**src/rtl/nn_pkg.sv**
```systemverilog
// Shared types and sizing helpers for the streaming MAC neuron.
package nn_pkg;

  typedef enum logic [1:0] {
    LINEAR  = 2'd0,
    RELU    = 2'd1,
    LEAKY   = 2'd2,
    LINEAR2 = 2'd3
  } act_e;

  typedef enum logic [2:0] {
    IDLE  = 3'd0,
    ACCUM = 3'd1,
    DRAIN = 3'd2,
    ACT   = 3'd3,
    DONE  = 3'd4
  } node_state_e;

  // Headroom: full product width plus one bit per doubling of beats, plus bias.
  function automatic int acc_width(input int data_w, input int n_in);
    return 2 * data_w + $clog2(n_in) + 1;
  endfunction

  function automatic int cnt_width(input int n_in);
    return (n_in > 1) ? $clog2(n_in) : 1;
  endfunction

  function automatic longint sat_max(input int w);
    return (longint'(1) <<< (w - 1)) - 1;
  endfunction

  function automatic longint sat_min(input int w);
    return -(longint'(1) <<< (w - 1));
  endfunction

endpackage

```
**src/rtl/nn_act_sat.sv**
```systemverilog
// Rescale the accumulator back to DATA_W fixed point, apply the activation
// at full width, then clamp to the signed DATA_W range.
module nn_act_sat
  import nn_pkg::*;
#(
  parameter int DATA_W = 16,
  parameter int FRAC_W = 8,
  parameter int ACC_W  = 39
) (
  input  logic signed [ACC_W-1:0]  acc_i,
  input  act_e                     act_i,
  output logic        [DATA_W-1:0] data_o,
  output logic                     sat_o
);

  localparam logic signed [ACC_W-1:0] MAX_V = ACC_W'(sat_max(DATA_W));
  localparam logic signed [ACC_W-1:0] MIN_V = ACC_W'(sat_min(DATA_W));

  logic signed [ACC_W-1:0] r;
  logic signed [ACC_W-1:0] a;

  always_comb begin
    r = acc_i >>> FRAC_W;
    a = r;
    case (act_i)
      RELU:    if (r[ACC_W-1]) a = '0;
      LEAKY:   if (r[ACC_W-1]) a = r >>> 3;
      default: a = r;
    endcase

    data_o = a[DATA_W-1:0];
    sat_o  = 1'b0;
    if (a > MAX_V) begin
      data_o = MAX_V[DATA_W-1:0];
      sat_o  = 1'b1;
    end else if (a < MIN_V) begin
      data_o = MIN_V[DATA_W-1:0];
      sat_o  = 1'b1;
    end
  end

endmodule

```
**src/rtl/nn_node_mac.sv**
```systemverilog
// Streaming multiply-accumulate neuron: N_IN (data, coef) beats, plus bias,
// then rescale/activate/saturate, presented on a valid/ready output.
module nn_node_mac
  import nn_pkg::*;
#(
  parameter int DATA_W = 16,
  parameter int FRAC_W = 8,
  parameter int N_IN   = 64,
  parameter int ACC_W  = acc_width(DATA_W, N_IN)
) (
  input  logic              clk,
  input  logic              n_rst,
  input  logic              start,
  input  logic [DATA_W-1:0] bias,
  input  logic [1:0]        act_sel,
  input  logic              in_valid,
  input  logic [DATA_W-1:0] in_data,
  input  logic [DATA_W-1:0] in_coef,
  output logic              in_ready,
  output logic              out_valid,
  input  logic              out_ready,
  output logic [DATA_W-1:0] out_data,
  output logic              out_sat,
  output logic              busy
);

  localparam int CNT_W  = cnt_width(N_IN);
  localparam int PROD_W = 2 * DATA_W;
  localparam logic [CNT_W-1:0] LAST = CNT_W'(N_IN - 1);

  node_state_e state_q, state_d;

  logic        [CNT_W-1:0]  count_q, count_d;
  logic signed [PROD_W-1:0] prod_q, prod_d;
  logic                     prod_v_q, prod_v_d;
  logic signed [ACC_W-1:0]  acc_q, acc_d;
  act_e                     act_q, act_d;
  logic        [DATA_W-1:0] out_data_q, out_data_d;
  logic                     out_sat_q, out_sat_d;

  logic                     load;
  logic                     accept;
  logic signed [ACC_W-1:0]  bias_ext;
  logic        [DATA_W-1:0] as_data;
  logic                     as_sat;

  // State register
  always_ff @(posedge clk) begin
    if (!n_rst) state_q <= IDLE;
    else        state_q <= state_d;
  end

  // Next state; load marks the cycle a new evaluation is armed
  always_comb begin
    state_d = state_q;
    load    = 1'b0;
    case (state_q)
      IDLE: begin
        if (start) begin
          load    = 1'b1;
          state_d = ACCUM;
        end
      end
      ACCUM: begin
        if (in_valid && (count_q == LAST)) state_d = DRAIN;
      end
      DRAIN: state_d = ACT;
      ACT:   state_d = DONE;
      DONE: begin
        if (out_ready) begin
          if (start) begin
            load    = 1'b1;
            state_d = ACCUM;
          end else begin
            state_d = IDLE;
          end
        end
      end
      default: state_d = IDLE;
    endcase
  end

  // Outputs decoded from state
  always_comb begin
    in_ready  = (state_q == ACCUM);
    out_valid = (state_q == DONE);
    busy      = (state_q != IDLE);
  end

  assign accept   = in_ready & in_valid;
  assign bias_ext = ACC_W'($signed(bias));
  assign out_data = out_data_q;
  assign out_sat  = out_sat_q;

  // Datapath: product is registered one cycle ahead of the accumulate,
  // so the last beat lands in the accumulator during DRAIN.
  always_comb begin
    count_d    = count_q;
    prod_d     = prod_q;
    prod_v_d   = accept;
    acc_d      = acc_q;
    act_d      = act_q;
    out_data_d = out_data_q;
    out_sat_d  = out_sat_q;

    if (load)        count_d = '0;
    else if (accept) count_d = count_q + CNT_W'(1);

    if (accept) prod_d = $signed(in_data) * $signed(in_coef);

    if (load)          acc_d = bias_ext <<< FRAC_W;
    else if (prod_v_q) acc_d = acc_q + ACC_W'(prod_q);

    if (load) act_d = act_e'(act_sel);

    if (state_q == ACT) begin
      out_data_d = as_data;
      out_sat_d  = as_sat;
    end
  end

  always_ff @(posedge clk) begin
    if (!n_rst) begin
      count_q    <= '0;
      prod_q     <= '0;
      prod_v_q   <= 1'b0;
      acc_q      <= '0;
      act_q      <= LINEAR;
      out_data_q <= '0;
      out_sat_q  <= 1'b0;
    end else begin
      count_q    <= count_d;
      prod_q     <= prod_d;
      prod_v_q   <= prod_v_d;
      acc_q      <= acc_d;
      act_q      <= act_d;
      out_data_q <= out_data_d;
      out_sat_q  <= out_sat_d;
    end
  end

  nn_act_sat #(
    .DATA_W (DATA_W),
    .FRAC_W (FRAC_W),
    .ACC_W  (ACC_W)
  ) u_act_sat (
    .acc_i  (acc_q),
    .act_i  (act_q),
    .data_o (as_data),
    .sat_o  (as_sat)
  );

endmodule
```
**config.mk**
```make
export PLATFORM = sky130hd
export DESIGN_NAME = nn_node_mac
export DESIGN_NICKNAME = d
export VERILOG_FILES = /design/src/rtl/nn_pkg.sv /design/src/rtl/nn_act_sat.sv /design/src/rtl/nn_node_mac.sv
export SDC_FILE = /design/constraint.sdc
export NUM_CORES = 1
export LEC_CHECK = 0
export CAP_MARGIN = 30
export CORE_MARGIN = 3
export CORE_UTILIZATION = 64
export DETAILED_ROUTE_END_ITERATION = 10
export GPL_TIMING_DRIVEN = 0
export PLACE_DENSITY_LB_ADDON = 0.25
export SLEW_MARGIN = 20
export SYNTH_ARGS = -nofsm -noshare
export SYNTH_HDL_FRONTEND = slang
export SYNTH_HIERARCHICAL = 1
export SYNTH_SLANG_ARGS = --single-unit
```
**constraint.sdc**
```tcl
create_clock -name clk -period 10.77 [get_ports clk]
set_input_delay 2.6925 -clock clk [delete_from_list [all_inputs] [get_ports clk]]
set_output_delay 2.6925 -clock clk [all_outputs]
set_load 0.005 [all_outputs]
```
# Word level (Yosys, flattened, before mapping)
# Index checks and enable logic that the tools add are counted.
# classes
addsub	2
mul	1
div	0
magnitude_cmp	2
eq_ne	10
n_shift	0
n_mux	17
n_bitwise	2
reduce_logical	6
# op_table
op	count
$mux 39	3
$pmux 39 s2	1
$add 39x32->39	1
$gt 39x16->1 const B	1
$lt 39x16->1 const B	1
$mul 16x16->32	1
$mux 16	2
$mux 30	1
$pmux 3 s5	1
$mux 3	3
$add 6x1->6 const B	1
$eq 3x2->1 const B	2
$eq 6x6->1 const B	1
$mux 1	5
$ne 2x1->1 const B	2
$eq 3x1->1 const B	1
$eq 3x3->1 const B	1
$logic_not 3->1	1
$reduce_and 3->1	1
$reduce_bool 3->1	1
$eq 2x1->1 const B	1
$eq 2x2->1 const B	1
$ne 2x2->1 const B	1
$pmux 1 s2	1
other kinds (5)	5
# word_totals
register_bits	100
latchBits	0
ram_bits	0
rom_bits	0
out_inout_bits	20
mem_count	0

# Depth between registers and ports, before layout
# Gate-level depths: netlist (run 1).
# logic_depth
ltp_word	5
mapped_depth	25
ltp_nobuf	23

# By module
# The synthesis (run 1) kept the hierarchy.
# modules_own_cells
module	n_inst	cells_per_inst	area_per_inst_um2	seq_area_each_um2
nn_node_mac	1	1834	15670.0	2001.9
nn_act_sat	1	62	455.4	0.0

# Worst setup path after synthesis (run 1)
# Ideal clock, no wire load.
# synth_timing
path_type	input port to flip-flop
start	input in_data[15]
end	register prod_q[31]
setup_time_ps	74
t_arrival_ps	8334
required_ps	10696
path_slack_ps	2362
path_stages	21
n_path_buf	1
cell_sequence	clkbuf_1 nand2_1 inv_1 fa_1 fa_1 fa_1 fa_1 fa_1 inv_1 fa_1 inv_1 ha_1 nor3_1 o211ai_1 a41oi_1 nor2_1 a21oi_1 a21oi_1 and3_1 or3_1 a31oi_1
# synth_between
elab_chain_cells	1
# synth_lines
item	line	text
start: declaration	nn_node_mac.sv:17	input logic [DATA_W-1:0] in_data,
$mul 16x16->32	nn_node_mac.sv:109	if (accept) prod_d = $signed(in_data) * $signed(in_coef);
end signal: assignment	nn_node_mac.sv:133	prod_q <= prod_d;
end: declaration	nn_node_mac.sv:34	logic signed [PROD_W-1:0] prod_q, prod_d;
# Every way passes these cells.
# A chain may end at the register's enable or synchronous reset.

# Worst setup path after layout (run 1)
# layout_timing
start	input in_data[6]
end	register prod_q[24]
# Same word-level chain as after synthesis.

==> impl_results.md, run 1 <==
- CP most frequent cell: fa_1
- Metal-1 WL: 17.53 mm
- Grt total ovfl: 0
- Critical Path RT: 10.98 ns
- Part of the Yosys area used for sequential elements: 12.41%
- Endpoint, Worst Hold: out_sat$_SDFFE_PN0P_
- Yosys reg bits: 100
- Clock Skew: 0.006025 ns
- Die Y: 164.7 um
- Dpl hpwl: 34.86 mm
- Nets: 2421
- CTS Sinks: 100
- Share of cells above drive strength 1: 2.368%
- Largest net degree at the start of global routing: 17
- Final period utilization: 88.26%
- Antenna diodes: 0
- CP Data Arrival Time: 9.71 ns
- Top-area cell type share of the netlist area: 32.65%
- Worst r2r path cells: 12
- Clock-pin slew on the worst setup and hold paths: 0.07 ns
- Root Buffer: clkbuf_16
- Via count: 13120
- Ys async rst share: 0%
- Synth Area per Inst: 8.505 sq um
- Wirelength per Cell: 17.85 um
- Site row count: 57
- Final setup viols: 0
- Die area: 27140 sq um
- TritonCTS buffer count: 9
- Vias in the first global route: 13350
- Hold_buf cts: 0
- HP Start: out_sat$_SDFFE_PN0P_
- Synth-to-Final Area Change: 8.884%
- RD Place Congestion: 0.9321
- Ports: 75
- Crit-path max cell delay: 0.71 ns
- Worst-path maximum fanout: 10
- Fmax: 105.2 MHz
- Initial core utilization: 65.73%
- First-pass GRT wire length: 67.25 mm
- Setup tns final: 0 ns
- Clock Path Buffers: 2
- CTS tree: done
- WS Path Type: primary input to flip-flop
- Initial DRC count: 879
- Initial antenna violation count: 0
- Post-DRT Antenna Nets: 0
- WHS Path Cells: 2
- Total GRT Usage: 31.41%
- Worst skew pair latency: 0.35 ns
- Post-CTS setup buffer count: 0
- Largest delay share family, worst path: adder cells
- Worst-margin pin slew: 0.8494 ns
- H-tree depth: 3
- Synth Flop Type: dfxtp_1
- Hold Crit Class: flip-flop to flip-flop
- EDFF count, synth: 0
- WL final: 41.22 mm
- Via density: 5.684
- RSZ-0062 raised after global routing: false
- Max-Cap Viols: 0
- Met3 Wirelength: 2.400 mm
- Status: complete, no violations
- Yosys cell types: 73
- Top Metal Used: met4
- DRC viols: 0
- Ys Warns: 6
- R2R Setup Slk: 7.65 ns
- Final hold vios: 0
- Worst reg2reg path startpoint: prod_q[0]$_SDFFE_PN0P_
- Synth area leaders: fa_1 (33%), dfxtp_1 (12%), ha_1 (9.5%)
- Final slew viol count: 0
- Crit start category: primary input
- Worst Setup End Kind: flip-flop
- Post-synthesis cell area: 16130 sq um
- Biggest area consumer among synthesized cells: fa_1
- Mapped Nets: 2337
- Reg2reg end: acc_q[34]$_SDFFE_PN0P_
- Core area: 24530 sq um
- Synth Instances: 1896
- Crit-path cells: clkdlybuf4s50_1 -> clkbuf_1 -> and2_1 -> fa_1 -> inv_1 -> fa_1 -> fa_1 -> fa_1 -> inv_1 -> fa_1 -> inv_1 -> fa_1 -> inv_1 -> ha_1 -> a21oi_1 -> o21ai_0 -> a221o_1 -> a41o_1 -> a21oi_1 -> o211ai_1 -> o211ai_1 -> xor2_1 -> a21oi_1
- Met2 wire length: 20.14 mm
- Port-buffer cells: 73
- First-pass DRT Iterations: 5
- Period minus WS final: 9.506 ns
- Die width: 164.7 um
- PostCTS Resize Cnt: 0
- Worst slew margin: 43.11%
- Worst Path Buf+Inv: 6
- CP max stage cell: clkdlybuf4s50_1
Yosys cell counts, types with 4 or more instances:
cell and count:
inv_1 359, fa_1 263, nand2_1 244, and2_1 130, ha_1 123, a21oi_1 113
dfxtp_1 100, nor2_1 77, o21ai_0 62, clkbuf_1 56, xnor2_1 49, a211oi_1 28
mux2i_1 28, nor3_1 22, a21o_1 21, nand2b_1 21, xor2_1 19, nand3_1 18
a31oi_1 13, and3_1 11, o21a_1 9, o21ai_1 9, a32oi_1 8, o21bai_1 8
a211o_1 7, nand4_1 7, or3_1 7, nor2b_1 6, o211ai_1 6, a41oi_1 4
buf_1 4, buf_6 4
how the worst max path moves through the flow:
stage | from | endpoint | cells after the start
2_1_floorplan | in_data[15] | prod_q[31]$_SDFFE_PN0P_ | 21
3_3_place_gp | in_data[15] | prod_q[31]$_SDFFE_PN0P_ | 22
3_5_place_dp | in_data[15] | prod_q[31]$_SDFFE_PN0P_ | 22
4_1_cts | in_data[15] | prod_q[31]$_SDFFE_PN0P_ | 22
5_1_grt | in_data[15] | prod_q[31]$_SDFFE_PN0P_ | 22
6_report | in_data[6] | prod_q[24]$_SDFFE_PN0P_ | 23
per-layer routing:
layer	vias up	track usage [%]
met1	6404	41.23
met5	-	0
met2	455	55.01
met4	0	9.722
met3	82	3.261
li1	6183	-
per-stage QoR:
step | hold slack [ns] | instances | cell area, sq um | setup slack [ns] | utilization (%)
floorplan | 0.4362 | 1896 | 16130 | 2.362 | -
global placement | 0.4452 | 2293 | 17260 | 1.011 | 70.36
detailed placement | 0.4506 | 2293 | 17260 | 0.9544 | 70.36
CTS | 0.4598 | 2309 | 17560 | 1.315 | 71.57
global route | 0.4747 | 2309 | 17560 | 0.8809 | 71.57
finish | 0.4564 | 2309 | 17560 | 1.264 | 71.57
cell usage in the layout (no fill, tap or decap), types with 28 or more instances in the layout:
cell             Yosys  final
inv_1              359    359
fa_1               263    263
nand2_1            244    244
and2_1             130    130
ha_1               123    123
a21oi_1            113    113
dfxtp_1            100    100
nor2_1              77     77
clkdlybuf4s50_1      0     73
o21ai_0             62     62
clkbuf_1            56     56
xnor2_1             49     49
a211oi_1            28     28
mux2i_1             28     28
registers in the layout, indices dropped and copies added (netlist names):
| signal | flops |
|---|---|
| acc_q | 39 |
| prod_q | 32 |
| out_data | 16 |
| count_q | 6 |
| state_q | 3 |
| act_q | 2 |
| out_sat | 1 |
| prod_v_q | 1 |
cell type report:
cell class | instances | area [sq um]
clock inverters | 4 | 30.03
plain buffers | 68 | 295.3
flip-flops and latches | 100 | 2002
clock buffers | 12 | 266.5
repair buffers | 73 | 730.7
inverters | 361 | 1355
fillers | 1950 | 6975
multi-input cells | 1367 | 12470
well taps | 324 | 405.4
logic make-up after synthesis:
logic type | count (synthesis) | synth area share, %
XOR/XNOR | 68 | 3.693
AND/OR/NAND/NOR | 560 | 16.65
AO/OA/AOI/OAI | 325 | 13.07
buffers and inverters | 429 | 10.23
flip-flops | 100 | 12.41
multiplexers | 28 | 1.738
adder cells (fa/ha/maj) | 386 | 42.19
worst register-to-register path, delay by kind of cell (launching register included):
family                   cells  cell delay, ns
AO/OA/AOI/OAI                5            1.30
XOR/XNOR                     1            0.16
adder cells (fa/ha/maj)      2            0.58
buffers and inverters        1            0.06
flip-flops                   1            0.35
AND/OR/NAND/NOR              3            0.56
Power of run 1 is left out: the tool's default activity adds up to more than one toggle a clock period on the data nets, which glitch-free logic cannot reach.
==> run 2, diff against run 1 <==
--- a/config.mk
+++ b/config.mk
@@ -11,6 +11,7 @@
 export DETAILED_ROUTE_END_ITERATION = 10
 export GPL_TIMING_DRIVEN = 0
 export PLACE_DENSITY_LB_ADDON = 0.25
+export SKIP_LAST_GASP = 1
 export SLEW_MARGIN = 20
 export SYNTH_ARGS = -nofsm -noshare
 export SYNTH_HDL_FRONTEND = slang
==> constraint.sdc (replaced) <==
create_clock -name clk -period 9.2 [get_ports clk]
set_input_delay 2.3 -clock clk [delete_from_list [all_inputs] [get_ports clk]]
set_output_delay 2.3 -clock clk [all_outputs]
set_load 0.005 [all_outputs]
==> run 2 against run 1 <==
Worst setup slack got worse by 1.0 ns. Via count rose by 0.19%. Global-route usage did not move. Non-clock buffer count did not move. Cell count did not move. Clock skew rose by 0.00096 ns. Design area barely moved. Utilization rose by 0.071 points. Flip-flop and latch count did not move. Clock-buffer cell count did not move. Critical endpoint unchanged.
==> impl_results.md, run 2 (synthesized netlist as in run 1, its figures left out) <==
- Status: complete, no violations
- Initial core utilization: 65.73% (unchanged)
- WS Path Type: primary input to flip-flop
- Largest register FFs: 39 (unchanged)
- CP max stage cell: clkdlybuf4s50_1
- Root Buffer: clkbuf_16
- Via count: 13150 (+0.19%)
- Grt total ovfl: 0 (unchanged)
- Synth-to-Final Area Change: 8.993% (about the same)
- CP most frequent cell: fa_1
- Crit path from: in_coef[3]
- Worst-margin pin slew: 0.8442 ns (-0.005211 ns)
- Placed insts: 2293 (unchanged)
- Crit start category: primary input
- CTS tree: done
- CP Depth: 22 (-4.3%)
- R2R Setup Slk: 6.09 ns (-1.56 ns)
- Most frequent cells in the layout: inv_1 (359), fa_1 (262), nand2_1 (244), and2_1 (130), ha_1 (123)
- Vias in the first global route: 13350 (unchanged)
- Crit-path cells: clkdlybuf4s50_1 -> clkbuf_1 -> nand2_1 -> fa_1 -> fa_1 -> fa_1 -> fa_1 -> inv_1 -> fa_1 -> inv_1 -> fa_1 -> inv_1 -> ha_1 -> a21oi_1 -> o21ai_0 -> a221o_1 -> a41o_1 -> a21oi_1 -> o211ai_1 -> o211ai_1 -> xor2_1 -> a21oi_1
- Core area: 24530 sq um (unchanged)
- TritonCTS buffer count: 9 (unchanged)
- Worst Path Buf+Inv: 5 (-1)
- Largest delay share family, worst path: adder cells
- Total GRT Usage: 31.41% (unchanged)
- Met3 Wirelength: 2.447 mm (+2.0%)
- Initial DRC count: 956 (+8.8%)
- Wirelength per Cell: 17.86 um (about the same)
- Worst reg2reg path startpoint: prod_q[0]$_SDFFE_PN0P_
- Critical Path Sink: prod_q[24]$_SDFFE_PN0P_
- Worst skew pair latency: 0.35 ns (about the same)
- Final Instance Count excl. Fillers: 2309 (unchanged)
- Metal-1 WL: 17.50 mm (-0.15%)
- CP Data Arrival Time: 9.14 ns (-0.57 ns)
- Fmax: 111.9 MHz
- Port-buffer cells: 73 (unchanged)
- WHS Path Cells: 2 (unchanged)
- Hold_ws: 0.4570 ns (+0.0006040 ns)
- CTS Sinks: 100 (unchanged)
- Initial antenna violation count: 0 (unchanged)
- Final hold vios: 0 (unchanged)
- H-tree depth: 3 (unchanged)
- Final Instance Area: 17580 sq um (about the same)
- Clock Path Buffers: 2 (unchanged)
- RSZ-0062 raised after global routing: false
- Final setup viols: 0 (unchanged)
- Crit-path max cell delay: 0.66 ns (-0.05 ns)
- Antenna diodes: 0 (unchanged)
- RD Place Congestion: 0.9321 (unchanged)
- First-pass DRT Iterations: 5 (unchanged)
- Dpl hpwl: 34.86 mm (unchanged)
- Worst-path maximum fanout: 10 (unchanged)
- Sequential cell area: 2002 sq um (unchanged)
- Ports: 75 (unchanged)
- Share of cells above drive strength 1: 3.023% (+0.65 points)
- Via density: 5.695 (+0.19%)
- Nets: 2421 (unchanged)
- Biggest register: acc_q
- Worst slew margin: 43.46% (+0.35 points)
- Site row count: 57 (unchanged)
- Final period utilization: 97.12%
- Final slew viol count: 0 (unchanged)
- First-pass GRT wire length: 67.25 mm (unchanged)
- Clock Skew: 0.006983 ns (+0.0009582 ns)
- Period minus WS final: 8.935 ns
- Area of the multi-input gates: 12480 sq um (about the same)
- Final core utilization: 71.64% (about the same)
- Die area: 27140 sq um (unchanged)
- Die Y: 164.7 um (unchanged)
- Top Metal Used: met4
- Die width: 164.7 um (unchanged)
- Met2 wire length: 20.06 mm (-0.41%)
- DP Area: 17260 sq um (unchanged)
- Critical Path RT: 9.41 ns (-1.57 ns)
- Reg2reg end: acc_q[34]$_SDFFE_PN0P_
- Worst Setup End Kind: flip-flop
- Max-Cap Viols: 0 (unchanged)
- Clock-pin slew on the worst setup and hold paths: 0.07 ns (about the same)
- Fillers: 1949 (-0.051%)
- Hold Crit Class: flip-flop to flip-flop
- Hold_buf cts: 0 (unchanged)
- Post-DRT Antenna Nets: 0 (unchanged)
- WL final: 41.24 mm (about the same)
- DRC viols: 0 (unchanged)
- Worst r2r path cells: 12 (unchanged)
- Largest net degree at the start of global routing: 17 (unchanged)
- Most common cell after layout, fill and taps aside: inv_1
-- run 2: cell counts in the layout (fill, tap and decap cells not counted) --
No cell type changed its count.
-- run 2: repair_timing --
action | in CTS | in global routing
endpoints found under the setup margin | 0 | 5
resized for setup | 0 | 25
setup buffers | 0 | 0
-- run 2: cell type report --
cell class,count,share of cell area [%]
clock inverters,4,0.1709
plain buffers,68,1.766
inverters,361,7.710
well taps,324,2.307
multi-input cells,1367,70.98
flip-flops and latches,100,11.39
clock buffers,12,1.516
repair buffers,73,4.157
-- run 2: worst min-delay path by stage --
stage                                  start                        to  slack [ns]
floorplan            prod_q[11]$_SDFFE_PN0P_   prod_q[11]$_SDFFE_PN0P_        0.44
global placement        out_sat$_SDFFE_PN0P_      out_sat$_SDFFE_PN0P_        0.45
detailed placement      out_sat$_SDFFE_PN0P_      out_sat$_SDFFE_PN0P_        0.45
CTS                     out_sat$_SDFFE_PN0P_      out_sat$_SDFFE_PN0P_        0.46
global route        out_data[4]$_SDFFE_PN0P_  out_data[4]$_SDFFE_PN0P_        0.47
finish                  out_sat$_SDFFE_PN0P_      out_sat$_SDFFE_PN0P_        0.46
-- run 2: routing by layer --
metal  GRT usage (%)  up-vias
met2           55.01      466
met3           3.261       89
met1           41.23     6406
li1                -     6188
met4           9.722        0
met5               0        -
-- run 2: stage by stage --
step                TNS (ns)  setup WS [ns]
floorplan                  0          1.184
global placement     -0.3204        -0.1664
detailed placement   -0.5420        -0.2231
CTS                        0         0.1374
global route               0       0.003794
finish                     0         0.2645
-- run 2: worst register-to-register path, delay by kind of cell, from the launching register on --
| family | cells | cell delay, ns |
|---|---|---|
| xor gates and xnor gates | 1 | 0.16 |
| and+or+nand+nor | 3 | 0.57 |
| DFF | 1 | 0.34 |
| adders and majority gates | 2 | 0.58 |
| buffers and inverters | 1 | 0.07 |
| AOI/OAI and AO/OA | 5 | 1.30 |
Power of run 2 is left out for the same reason.
